**src/rtl/uart_tx_fifo_if.sv**
```systemverilog
// uart_tx_fifo_if: bundles the producer push side, the FIFO status flags and
// the uart_tx handshake of uart_tx_fifo.
//   wr_en/wr_data     push strobe and byte from the producer
//   full/empty/count  registered occupancy status
//   overflow/ovf_clr  sticky dropped-push flag and its synchronous clear
//   tx_busy           busy indication from uart_tx
//   tx_data/tx_pluse  byte and one-cycle start strobe to uart_tx
// master = producer/uart_tx side, slave = uart_tx_fifo.
interface uart_tx_fifo_if #(
  parameter int unsigned ADDR_W = 4
);
  logic              wr_en;
  logic [7:0]        wr_data;
  logic              full;
  logic              empty;
  logic [ADDR_W:0]   count;
  logic              overflow;
  logic              ovf_clr;
  logic              tx_busy;
  logic [7:0]        tx_data;
  logic              tx_pluse;

  modport master (
    output wr_en, wr_data, ovf_clr, tx_busy,
    input  full, empty, count, overflow, tx_data, tx_pluse
  );

  modport slave (
    input  wr_en, wr_data, ovf_clr, tx_busy,
    output full, empty, count, overflow, tx_data, tx_pluse
  );
endinterface

```
**src/rtl/uart_tx_fifo.sv**
```systemverilog
// uart_tx_fifo: byte FIFO plus drain controller feeding uart_tx.
// Producers push at clock rate; the controller pops one byte at a time,
// presents it on tx_data with a one-cycle tx_pluse, then waits for uart_tx
// to raise and drop tx_busy (or gives up after BUSY_TO cycles) before the
// next pop.
//   clk   rising-edge system clock
//   rstn  asynchronous active-low reset
//   bus   uart_tx_fifo_if.slave (push side, status, uart_tx handshake)
module uart_tx_fifo #(
  parameter int unsigned DEPTH   = 16,
  parameter int unsigned ADDR_W  = 4,
  parameter int unsigned BUSY_TO = 8
) (
  input  logic          clk,
  input  logic          rstn,
  uart_tx_fifo_if.slave bus
);

  localparam int unsigned TO_W = $clog2(BUSY_TO) + 1;
  localparam logic [ADDR_W:0] PTR_ONE = (ADDR_W + 1)'(1);
  localparam logic [ADDR_W:0] DEPTH_C = (ADDR_W + 1)'(DEPTH);
  localparam logic [TO_W-1:0] TO_ONE  = TO_W'(1);
  localparam logic [TO_W-1:0] TO_LAST = TO_W'(BUSY_TO - 1);

  typedef enum logic [1:0] {
    IDLE,
    PULSE,
    WAIT_BUSY,
    WAIT_DONE
  } state_t;

  state_t          state;
  logic [7:0]      mem [DEPTH];
  logic [ADDR_W:0] wr_ptr;
  logic [ADDR_W:0] rd_ptr;
  logic [ADDR_W:0] count_q;
  logic [ADDR_W:0] count_nxt;
  logic            full_q;
  logic            empty_q;
  logic            overflow_q;
  logic [7:0]      tx_data_q;
  logic            tx_pluse_q;
  logic [TO_W-1:0] to_cnt;
  logic            push;
  logic            pop;

  assign push = bus.wr_en && !full_q;
  // Pop only from IDLE, judged on the registered empty flag: no fall-through.
  assign pop  = (state == IDLE) && !empty_q && !bus.tx_busy;

  always_comb begin
    count_nxt = count_q;
    if (push && !pop) begin
      count_nxt = count_q + PTR_ONE;
    end else if (pop && !push) begin
      count_nxt = count_q - PTR_ONE;
    end
  end

  always_ff @(posedge clk) begin
    if (push) begin
      mem[wr_ptr[ADDR_W-1:0]] <= bus.wr_data;
    end
  end

  // Flags are registered from next-count so they always agree with count.
  always_ff @(posedge clk or negedge rstn) begin
    if (!rstn) begin
      wr_ptr     <= '0;
      rd_ptr     <= '0;
      count_q    <= '0;
      full_q     <= 1'b0;
      empty_q    <= 1'b1;
      overflow_q <= 1'b0;
    end else begin
      if (push) begin
        wr_ptr <= wr_ptr + PTR_ONE;
      end
      if (pop) begin
        rd_ptr <= rd_ptr + PTR_ONE;
      end
      count_q <= count_nxt;
      full_q  <= (count_nxt == DEPTH_C);
      empty_q <= (count_nxt == '0);
      // A dropped push sets the flag even if a clear arrives the same cycle.
      if (bus.wr_en && full_q) begin
        overflow_q <= 1'b1;
      end else if (bus.ovf_clr) begin
        overflow_q <= 1'b0;
      end
    end
  end

  always_ff @(posedge clk or negedge rstn) begin
    if (!rstn) begin
      state      <= IDLE;
      tx_data_q  <= '0;
      tx_pluse_q <= 1'b0;
      to_cnt     <= '0;
    end else begin
      case (state)
        IDLE: begin
          if (pop) begin
            tx_data_q  <= mem[rd_ptr[ADDR_W-1:0]];
            tx_pluse_q <= 1'b1;
            state      <= PULSE;
          end
        end
        PULSE: begin
          tx_pluse_q <= 1'b0;
          to_cnt     <= '0;
          state      <= WAIT_BUSY;
        end
        WAIT_BUSY: begin
          // uart_tx never acknowledged: treat the byte as sent, no retry.
          if (bus.tx_busy) begin
            state <= WAIT_DONE;
          end else if (to_cnt == TO_LAST) begin
            state <= IDLE;
          end else begin
            to_cnt <= to_cnt + TO_ONE;
          end
        end
        WAIT_DONE: begin
          if (!bus.tx_busy) begin
            state <= IDLE;
          end
        end
      endcase
    end
  end

  assign bus.full     = full_q;
  assign bus.empty    = empty_q;
  assign bus.count    = count_q;
  assign bus.overflow = overflow_q;
  assign bus.tx_data  = tx_data_q;
  assign bus.tx_pluse = tx_pluse_q;

endmodule
```
**src/flat_wrapper.sv**
```systemverilog
// flat-port wrapper written by rule: the top's interface ports become plain ports
module uart_tx_fifo_flat 
#(
  parameter int unsigned DEPTH   = 16,
  parameter int unsigned ADDR_W  = 4,
  parameter int unsigned BUSY_TO = 8
)
  (clk, rstn, bus_wr_en, bus_wr_data, bus_ovf_clr, bus_tx_busy, bus_full, bus_empty, bus_count, bus_overflow, bus_tx_data, bus_tx_pluse);
  uart_tx_fifo_if #(.ADDR_W(ADDR_W)) bus_i ();
  input  logic clk;
  input  logic rstn;
  input wire logic [$bits(bus_i.wr_en)-1:0] bus_wr_en;
  input wire logic [$bits(bus_i.wr_data)-1:0] bus_wr_data;
  input wire logic [$bits(bus_i.ovf_clr)-1:0] bus_ovf_clr;
  input wire logic [$bits(bus_i.tx_busy)-1:0] bus_tx_busy;
  output wire logic [$bits(bus_i.full)-1:0] bus_full;
  output wire logic [$bits(bus_i.empty)-1:0] bus_empty;
  output wire logic [$bits(bus_i.count)-1:0] bus_count;
  output wire logic [$bits(bus_i.overflow)-1:0] bus_overflow;
  output wire logic [$bits(bus_i.tx_data)-1:0] bus_tx_data;
  output wire logic [$bits(bus_i.tx_pluse)-1:0] bus_tx_pluse;
  assign bus_i.wr_en = bus_wr_en;
  assign bus_i.wr_data = bus_wr_data;
  assign bus_i.ovf_clr = bus_ovf_clr;
  assign bus_i.tx_busy = bus_tx_busy;
  assign bus_full = bus_i.full;
  assign bus_empty = bus_i.empty;
  assign bus_count = bus_i.count;
  assign bus_overflow = bus_i.overflow;
  assign bus_tx_data = bus_i.tx_data;
  assign bus_tx_pluse = bus_i.tx_pluse;
  uart_tx_fifo #(.DEPTH(DEPTH), .ADDR_W(ADDR_W), .BUSY_TO(BUSY_TO)) u_core (.clk(clk), .rstn(rstn), .bus(bus_i));
endmodule
```
**config.mk**
```make
export PLATFORM = sky130hd
export DESIGN_NAME = uart_tx_fifo_flat
export DESIGN_NICKNAME = d
export VERILOG_FILES = /design/src/rtl/uart_tx_fifo_if.sv /design/src/rtl/uart_tx_fifo.sv /design/src/flat_wrapper.sv
export SDC_FILE = /design/constraint.sdc
export NUM_CORES = 1
export LEC_CHECK = 0
export BUFFER_PORTS_ARGS = -buffer_cell sky130_fd_sc_hd__buf_4
export CAP_MARGIN = 30
export CORE_MARGIN = 4
export CORE_UTILIZATION = 39
export CTS_BUF_LIST = sky130_fd_sc_hd__clkbuf_16
export DETAILED_ROUTE_END_ITERATION = 10
export GPL_TIMING_DRIVEN = 0
export HOLD_SLACK_MARGIN = 0.02
export MAX_ROUTING_LAYER = met4
export PLACE_DENSITY = 0.55
export RECOVER_POWER = 50
export SETUP_SLACK_MARGIN = 0.15
export SYNTH_ARGS = -nofsm -noshare
export SYNTH_HDL_FRONTEND = slang
export SYNTH_SLANG_ARGS = --single-unit
```
**constraint.sdc**
```tcl
create_clock -name clk -period 2.1 [get_ports clk]
set_clock_uncertainty 0.05 [all_clocks]
set_input_delay 0.63 -clock clk [delete_from_list [all_inputs] [get_ports clk]]
set_output_delay 0.63 -clock clk [all_outputs]
set_load 0.05 [all_outputs]
```
==> flow_summary.ini <==
[clock_tree]
tritoncts = built
clock-root-buffer = clkbuf_16
clockBufferDepth = 2
clk_latency_ns = 0.42
clk_pin_slew_ns = 0.06
hold_buffers = 0
cts.sinks = 159
cts_made_buffers = 17
h-tree-depth = 4

[place]
hpwl_um = 8450
gp_congestion = 0.7621
portBuffers = 29
post-place-ws_ns = -0.4392

[die]
fp.dieW_um = 136.0
rows = 46
start_util_pct = 40.06
io_pins = 30
die_h_um = 136.0
die_area_mm2 = 0.01849
core_area_mm2 = 0.01594

[grt]
grt_pass1_wl_um = 20310
grt_max_degree = 32
antenna_found_initial = 0
grt_remaining_overflow = 0
grt_util_all_layers_pct = 15.92
grt_pass1_vias = 3325

[yosys]
yosysSeqAreaShare_pct = 72.36
synth.net_count = 378
syn_avg_cell_area_um2 = 17.89
synthesis.area_mm2 = 0.006386
yosysUniqueCellTypes = 37
yosys_most_used_dff = edfxtp_1
synth-edff-count = 128
ys_ff_latch = 159
async_flop_share_pct = 19.50
syn_inst = 357
yosys_warnings = 0

[run_status]
status = finished with violations
violations = setup timing

[power]
seq_power_share_pct = 37.6
total_power_mw = 11.22
ir_worst_vdd_v = 0.0006508
power_switching_mw = 3.689
p_clk_share_pct = 28.2
power-per-cell-area_mw_per_mm2 = 1444
p_int_mw = 7.528
swShare_pct = 32.89
combPwrFrac_pct = 34.2
p_leak_nw = 2.744

[final_layout]
antennaDiodeCount = 0
layout_common_cells = edfxtp_1, mux4_2, buf_4
mostFrequentLayoutCell = edfxtp_1
drive_gt1_share_pct = 35.10
final_nets = 441
final_util_pct = 48.72
fillers = 1359
area_growth_pct = 21.63

[sta]
setup_viol = 1
min_period_over_period_pct = 102.9
hold_viol_final = 0
whs_ns = 0.2751
fmax_mhz = 463.0
worst_pin_slew_ns = 0.8685
fin_ws_ns = -0.05993
rsz0062_at_grt = yes
finalCriticalPeriod_ns = 2.160
drv_slew = 0
max_slew_margin_pct = 42.10

[drt]
drc = 0
ant_nets = 0
vias_per_cell = 5.089
first_pass_iters = 4
vias = 3303
wl_per_cell_um = 20.43
routed_wl_um = 13260
drtIter0Drc = 169

[critical_path]
worstPathRequired_ns = 2.37
reg2regPathDepth = 7
endpoint_kind = flop
r2r_end = u_core.bus.full
reg2reg_from = u_core.state[1]
reg2reg_setup_slack_ns = -0.06
critPathLaunchType = flop
path_class = reg2reg
critical_path.max_fanout = 2
worstSetupEndpoint = u_core.bus.full
critPathLaunch = u_core.state[1]
cp_data_arrival_time_ns = 2.43

[flow_run]
cap_violations = 0

[hold_path]
hold_class = in2async
cells in the mapped netlist (3+ instances only):
cell / number / area [um2]
nor3_1: 3 / 15.01
xnor2_1: 8 / 70.07
dfrtp_1: 30 / 750.7
edfxtp_1: 128 / 3844
mux4_2: 33 / 743.2
nand2b_1: 3 / 18.77
clkbuf_1: 8 / 30.03
nand4_1: 3 / 18.77
ha_1: 8 / 100.1
mux2i_1: 14 / 140.1
and3_1: 3 / 18.77
o21ai_0: 13 / 65.06
and2_1: 17 / 106.4
a21oi_1: 9 / 45.04
nand3_1: 6 / 30.03
or3_1: 4 / 25.02
buf_2: 3 / 15.01
nand2_1: 21 / 78.83
o21ai_1: 3 / 15.01
nor2_1: 13 / 48.80
inv_1: 8 / 30.03
area by class of cell:
cell class / instances / area, um2 / share of cell area, %
Clock buffer: 17 / 425.4 / 5.477
Timing Repair Buffer: 44 / 301.5 / 3.882
Multi-Input combinational cell: 175 / 1780 / 22.92
Tap cell: 216 / 270.3 / 3.479
Sequential cell: 159 / 4622 / 59.50
Inverter: 8 / 30.03 / 0.3866
Buffer: 15 / 153.9 / 1.981
Clock inverter: 15 / 183.9 / 2.368
worst max-delay path: stages (launching register included):
cell and delay (ns):
dfrtp_1 0.37, buf_6 0.11, or4_4 0.47, buf_6 0.13, and3_4 0.15, or3_4 0.32
a32o_2 0.26, nor3b_2 0.19
power by group through the flow:
| stage | sequential (mW) | combinational [mW] | clock [mW] |
|---|---|---|---|
| finish | 4.22 | 3.83 | 3.16 |
| global route | 4.28 | 4.14 | 3.38 |
| floorplan | 4.71 | 1.94 | 0 |
| CTS | 4.21 | 3.64 | 3.22 |
| global placement | 4.26 | 3.35 | 0 |
| detailed placement | 4.27 | 3.40 | 0 |
repair_timing:
action                                  in CTS  in global routing
hold endpoints to repair                     0                  0
cloned                                       0                  1
resized for setup                           42                 31
pin swaps                                    5                  5
buffers inserted                             4                  9
endpoints found under the setup margin     107                107
worst min-delay path by stage:
stage                                     start                     to  slack (ns)  cells past startpoint
after floorplan                            rstn    u_core.bus.count[0]        0.28                      0
final                                      rstn       u_core.to_cnt[0]        0.28                      1
after global placement    u_core.bus.tx_data[3]  u_core.bus.tx_data[3]        0.41                      2
after detailed placement  u_core.bus.tx_data[3]  u_core.bus.tx_data[3]        0.42                      2
after global routing                       rstn       u_core.to_cnt[0]        0.34                      1
after CTS                                  rstn       u_core.rd_ptr[3]        0.11                      1
kinds of logic after synthesis:
group / count (synthesis) / synth area share [%]
xor+xnor: 9 / 1.234
fa+ha+maj: 8 / 1.567
compound gates: 33 / 2.939
buf+inv: 23 / 1.646
flops: 159 / 72.36
mux: 47 / 13.83
simple gates: 78 / 6.426
registers in the layout, indices dropped and copies added (netlist names), 2 cells and up:
register / cells
u_core.rd_ptr: 4
u_core.to_cnt: 4
u_core.state: 2
u_core.bus.tx_data: 8
u_core.wr_ptr: 4
u_core.mem: 128
u_core.bus.count: 5
layer usage:
metal  GRT usage [%]  wire (um)  vias to the layer above
li1                -          -                     1521
met1           21.24       5853                     1711
met2           24.61       6656                       61
met3           3.220        637                       10
met4           5.543        110                        0
met5               -          0                        -
stage by stage:
stage,setup TNS (ns),cells,cell area (um2)
6_report,-0.05993,649,7767
5_1_grt,-0.1761,649,7767
4_1_cts,-0.1876,639,7635
3_5_place_dp,-32.33,603,6889
3_3_place_gp,-31.87,602,6882
2_1_floorplan,-0.1929,357,6394
No activity file was read; power rests on OpenSTA's default activity.
